==> config.mk <==
export PLATFORM = sky130hd
export DESIGN_NAME = chip_stock_arbiter
export DESIGN_NICKNAME = d
export VERILOG_FILES = /design/src/rtl/chip_stock_arbiter.sv
export SDC_FILE = /design/constraint.sdc
export NUM_CORES = 1
export LEC_CHECK = 0
export CAP_MARGIN = 20
export CORE_ASPECT_RATIO = 1.1
export CORE_MARGIN = 1
export CORE_UTILIZATION = 50
export CTS_CLUSTER_SIZE = 14
export DETAILED_ROUTE_END_ITERATION = 10
export PLACE_DENSITY = 0.81
export SLEW_MARGIN = 20
export SYNTH_ARGS = -nofsm -noshare
export SYNTH_HDL_FRONTEND = slang
export SYNTH_SLANG_ARGS = --single-unit
==> constraint.sdc <==
create_clock -name clk -period 3.7 [get_ports clk]
set_input_delay 0.74 -clock clk [delete_from_list [all_inputs] [get_ports clk]]
set_output_delay 0.74 -clock clk [all_outputs]
set_load 0.1 [all_outputs]
==> src/rtl/chip_stock_arbiter.sv <==
// rtl/chip_stock_arbiter.sv - per-colour chip stock counters with sorter/dispenser update arbitration
module chip_stock_arbiter #(
    parameter int WIDTH        = 6,
    parameter int CAP          = 63,
    parameter int PULSE_CYCLES = 50000,
    parameter int GAP_CYCLES   = 25000
) (
    input  logic             clk,
    input  logic             rst,
    input  logic             sort_req,
    input  logic [1:0]       sort_color,
    output logic             sort_ack,
    output logic             sort_full,
    input  logic             disp_req,
    input  logic [1:0]       disp_color,
    input  logic [WIDTH-1:0] disp_count,
    output logic             disp_busy,
    output logic             disp_done,
    output logic             disp_err,
    output logic [2:0]       eject,
    output logic [WIDTH-1:0] red_count,
    output logic [WIDTH-1:0] green_count,
    output logic [WIDTH-1:0] blue_count
);

    localparam int MAX_CYC = (PULSE_CYCLES > GAP_CYCLES) ? PULSE_CYCLES : GAP_CYCLES;
    localparam int TW      = $clog2(MAX_CYC + 1);
    localparam logic [TW-1:0]    PULSE_LOAD = TW'(PULSE_CYCLES - 1);
    localparam logic [TW-1:0]    GAP_LOAD   = TW'(GAP_CYCLES - 1);
    localparam logic [WIDTH-1:0] CAP_V      = WIDTH'(CAP);

    typedef enum logic [2:0] {
        S_IDLE,
        S_CHECK,
        S_WAIT_GRANT,
        S_PULSE,
        S_GAP,
        S_DONE
    } state_t;

    state_t            r_state;
    state_t            w_next;
    logic [WIDTH-1:0]  r_stock [3];
    logic [1:0]        r_col;
    logic [WIDTH-1:0]  r_rem;
    logic [TW-1:0]     r_timer;
    logic              r_last_disp;

    logic [WIDTH-1:0]  w_sort_cnt;
    logic [WIDTH-1:0]  w_disp_cnt;
    logic              w_sort_valid;
    logic              w_sort_elig;
    logic              w_disp_elig;
    logic              w_sort_gnt;
    logic              w_disp_gnt;
    logic              w_check_bad;

    assign red_count   = r_stock[0];
    assign green_count = r_stock[1];
    assign blue_count  = r_stock[2];

    always_comb begin
        w_sort_cnt = '0;
        w_disp_cnt = '0;
        case (sort_color)
            2'd0:    w_sort_cnt = r_stock[0];
            2'd1:    w_sort_cnt = r_stock[1];
            2'd2:    w_sort_cnt = r_stock[2];
            default: w_sort_cnt = '0;
        endcase
        case (r_col)
            2'd0:    w_disp_cnt = r_stock[0];
            2'd1:    w_disp_cnt = r_stock[1];
            2'd2:    w_disp_cnt = r_stock[2];
            default: w_disp_cnt = '0;
        endcase
    end

    assign w_sort_valid = (sort_color != 2'd3);
    assign sort_full    = w_sort_valid && (w_sort_cnt == CAP_V);
    assign w_sort_elig  = sort_req && w_sort_valid && (w_sort_cnt < CAP_V);
    assign w_disp_elig  = (r_state == S_WAIT_GRANT);

    // On a tie the side that did not win last time gets the update path.
    assign w_sort_gnt = w_sort_elig && (!w_disp_elig || r_last_disp);
    assign w_disp_gnt = w_disp_elig && (!w_sort_elig || !r_last_disp);
    assign sort_ack   = w_sort_gnt;

    assign w_check_bad = (r_col == 2'd3) || (r_rem == '0) || (r_rem > w_disp_cnt);

    always_ff @(posedge clk) begin
        if (rst) begin
            r_state <= S_IDLE;
        end else begin
            r_state <= w_next;
        end
    end

    always_comb begin
        w_next    = r_state;
        disp_busy = (r_state != S_IDLE);
        disp_done = 1'b0;
        disp_err  = 1'b0;
        eject     = 3'b000;
        case (r_state)
            S_IDLE: begin
                if (disp_req) w_next = S_CHECK;
            end
            S_CHECK: begin
                disp_err = w_check_bad;
                w_next   = w_check_bad ? S_IDLE : S_WAIT_GRANT;
            end
            S_WAIT_GRANT: begin
                if (w_disp_gnt) w_next = S_PULSE;
            end
            S_PULSE: begin
                eject = 3'b001 << r_col;
                if (r_timer == '0) w_next = S_GAP;
            end
            S_GAP: begin
                if (r_timer == '0) w_next = (r_rem != '0) ? S_WAIT_GRANT : S_DONE;
            end
            S_DONE: begin
                disp_done = 1'b1;
                w_next    = S_IDLE;
            end
            default: w_next = S_IDLE;
        endcase
    end

    always_ff @(posedge clk) begin
        if (rst) begin
            for (int c = 0; c < 3; c++) r_stock[c] <= '0;
            r_col       <= 2'd0;
            r_rem       <= '0;
            r_timer     <= '0;
            r_last_disp <= 1'b1;
        end else begin
            if (r_state == S_IDLE && disp_req) begin
                r_col <= disp_color;
                r_rem <= disp_count;
            end
            // The timer is loaded on the grant so PULSE lasts exactly PULSE_CYCLES.
            if (w_disp_gnt) begin
                r_rem   <= r_rem - 1'b1;
                r_timer <= PULSE_LOAD;
            end else if (r_state == S_PULSE && r_timer == '0) begin
                r_timer <= GAP_LOAD;
            end else if (r_timer != '0) begin
                r_timer <= r_timer - 1'b1;
            end
            if (w_sort_gnt || w_disp_gnt) r_last_disp <= w_disp_gnt;
            for (int c = 0; c < 3; c++) begin
                if (w_sort_gnt && sort_color == 2'(c)) begin
                    r_stock[c] <= r_stock[c] + 1'b1;
                end else if (w_disp_gnt && r_col == 2'(c)) begin
                    r_stock[c] <= r_stock[c] - 1'b1;
                end
            end
        end
    end

endmodule
==> results.toml, run 1 <==
[min_path]
hold_path.class = "reg2reg"
min-delay-start = "r_timer[11]$_SDFFE_PP0N_"
whs_path_depth = 1
whs_endpoint = "r_timer[11]$_SDFFE_PP0N_"

[sta]
tns_ns = 0
holdWs_ns = 0.495
fin_crit_ns = 3.49
worstMarginPinSlew_ns = 0.975
skew_ns = 0.00883
slew-limit-headroom_pct = 34.8
finalCritPeriodShare_pct = 94.3
fmax_mhz = 287
hold_viol = 0
setup_viol = 0
drv_slew = 0
rsz0062_at_grt = "yes"

[critical_path]
crit_chain = "clkdlybuf4s50_1 > buf_4 > nand4b_1 > o211ai_2 > a41oi_2 > a21o_4 > nor4_4 > ha_1 > a21o_1 > a21oi_1 > o21bai_1 > a21oi_1 > xnor2_1 > xnor2_1 > nor2_1"
r2r_cells = 11
crit_fanout = 6
cp_slowest_cell = "clkdlybuf4s50_1"
cp_top_family = "compound AO/OA/AOI/OAI gates"
reg2reg_slack_ns = 0.66
cp_slowest_stage_delay_ns = 0.48
cp-start-kind = "primary input"
timing.rr.end = "r_stock[0][5]$_SDFFCE_PN0P_"
r2r-start = "r_state[1]$_SDFFE_PP0P_"
crit_arrival_ns = 3.56
setup.worst_path.end_class = "register"
path_class = "in2reg"
path_buf_inv = 2
cp.required_ns = 3.77

[status]
status = "completed"

[floorplanning]
rows = 30
die_w_um = 79.3
io_pins = 40
die_h_um = 87.0
die-area_um2 = 6890
core_um2 = 6270
start_util_pct = 52.4

[logic_synthesis]
netlist_top_cells_area = "dfxtp_1, edfxtp_1, ha_1"
synth_area_um2 = 3280
synthMuxAreaShare_pct = 4.12
synth-edff-count = 18
synth_compound_area_share_pct = 19.9
synthSimpleGateAreaFrac_pct = 24.0
avgSynthCellArea_um2 = 8.42
async_reset_ff_share_pct = 0
synthXorXnorAreaFrac_pct = 4.27
ys_seq_area_share_pct = 33.5
yosysWarnings = 0
syn-instance-count = 390
synth_top_area_share_pct = 17.1
synth-seq-cells = 46
synthFlopType = "dfxtp_1"
syn-num-nets = 425
synth.distinct_cells = 65
synth_fa_ha_area_share_pct = 8.46
synth_area_leader_cell = "dfxtp_1"
synth_top_family_by_area = "simple AND/OR/NAND/NOR gates"

[clock_tree]
cts_tree = "yes"
root_buffer = "clkbuf_8"
cts.reportedPaths.clkPinSlew_ns = 0.10
htreeDepth = 2
cts.sinks = 46
cts_buffers = 5
worstSkewPairLatency_ns = 0.31
clockBufferDepth = 2
cts_setup_buffers = 0
cts_hold_repair.buffers = 0

[place]
place_congestion = 0.833
placed_area_um2 = 3870
io_buffer_count = 39
dp_hpwl_um = 5860

[routing]
drc = 0
finalWirelength_um = 7960
first_pass_iters = 5
vias_per_cell = 5.87
wire_per_inst_um = 15.4
drt_iter0_markers = 183
vias = 3034
ant_nets = 0

[layout]
drive_gt1_share_pct = 13.7
finish.instance_area_um2 = 4000
syn_to_final_growth_pct = 21.7
multiInputGateArea_um2 = 2030
final_cell_mix = "nor2_1, nand2_1, a21oi_1, clkdlybuf4s50_1, buf_4"
fin_nets = 471
diodes = 0
final_common_cell = "nor2_1"
final-seq-area_um2 = 1100
fillCellCount = 517

[flow_run]
cap_viol_max_count = 0

[grt]
antenna_found_initial = 0
grt_pass1_vias = 2870
grt_usage_pct = 24.5
grt_pass1_wl_um = 13300
grt_max_degree = 29
overflow = 0

[power_and_ir_drop]
peakVddDrop_uv = 374
p_per_area_nw_per_um2 = 695
p_leak_nw = 1.67
[through the flow]
| step | setup WS, ns | std cells | total power (W) | util (%) |
|---|---|---|---|---|
| after CTS | 0.0421 | 517 | 0.00277 | 63.4 |
| after global placement | -0.0511 | 509 | 0.00236 | 61.7 |
| after detailed placement | -0.172 | 509 | 0.00240 | 61.7 |
| after global routing | -0.00767 | 517 | 0.00298 | 63.7 |
| final | 0.210 | 517 | 0.00278 | 63.7 |
| after floorplan | -0.374 | 390 | 0.00206 | - |
[worst max-delay path by stage]
stage / start / to / slack, ns / cells after the start
after detailed placement: sort_color[0] / r_stock[0][5]$_SDFFCE_PN0P_ / -0.17 / 14
after global placement: sort_color[0] / r_stock[0][5]$_SDFFCE_PN0P_ / -0.05 / 14
after floorplan: r_stock[2][3]$_DFFE_PP_ / disp_err / -0.37 / 9
final: sort_color[1] / r_stock[0][5]$_SDFFCE_PN0P_ / 0.21 / 15
after global routing: sort_color[1] / r_stock[0][5]$_SDFFCE_PN0P_ / -0.008 / 15
after CTS: r_col[1]$_SDFFE_PP0P_ / disp_err / 0.04 / 10
[area by class of cell]
class	instances	area share (%)
clock inverter	2	0.313
tap	80	2.51
timing repair buffer	61	14.3
multi-input combinational	299	50.7
inverter	23	2.16
clock buffer	6	2.35
sequential	46	27.6
[report_power, final]
part | internal (W) | switching, W
Sequential | 0.000675 | 0.000187
Combinational | 0.000597 | 0.000957
Clock | 0.000175 | 0.000187
Total | 0.00145 | 0.00133
[synth_stat cells (9+ instances only)]
cell type,n
nor2_1,52
nand2_1,33
a21oi_1,32
dfxtp_1,28
inv_1,23
ha_1,19
edfxtp_1,18
nor3_1,16
clkbuf_1,15
mux2i_1,12
o21ai_0,12
a21o_1,9
[registers in the layout (all words and copies together), names as in the netlist]
register	flops
r_timer	16
r_stock	18
r_state	3
r_col	2
r_last_disp	1
r_rem	6
[worst register-to-register path, stage by stage (launching register included)]
cell	delay, ns
dfxtp_1	0.55
or3b_2	0.59
a21o_4	0.25
nor4_4	0.15
ha_1	0.27
a21o_1	0.17
a21oi_1	0.19
o21bai_1	0.08
a21oi_1	0.20
xnor2_1	0.16
xnor2_1	0.14
nor2_1	0.05
[logic make-up after synthesis]
group	after synthesis
AOI/OAI and AO/OA	97
and+or+nand+nor	152
xor gates and xnor gates	16
DFF	46
buffers and inverters	45
muxes	13
adders and majority gates	21
[layer usage]
metal / share of wire (%) / track usage (%) / wire (µm)
met5: 0 / 0 / 0
met4: 2.5 / 10.6 / 203
met3: 4.9 / 4.82 / 392
met2: 50 / 42.0 / 3960
met1: 43 / 29.8 / 3410
[timing repair]
item / in CTS / in global routing
setup endpoints to repair: 0 / 2
gates resized for setup: 0 / 5
endpoints found under the hold margin: 0 / 0
(Power assumes the default switching activity.)
==> run 2, diff against run 1 <==
- HOLD_SLACK_MARGIN: default -> 0.1
==> results of run 2 <==
Final layout, timing and power as in run 1 (identical DEF).
==> run 3, diff against run 2 <==
- ABC_CLOCK_PERIOD_IN_PS: default -> 3700
==> results of run 3 <==
Final layout, timing and power as in run 1 (identical DEF).
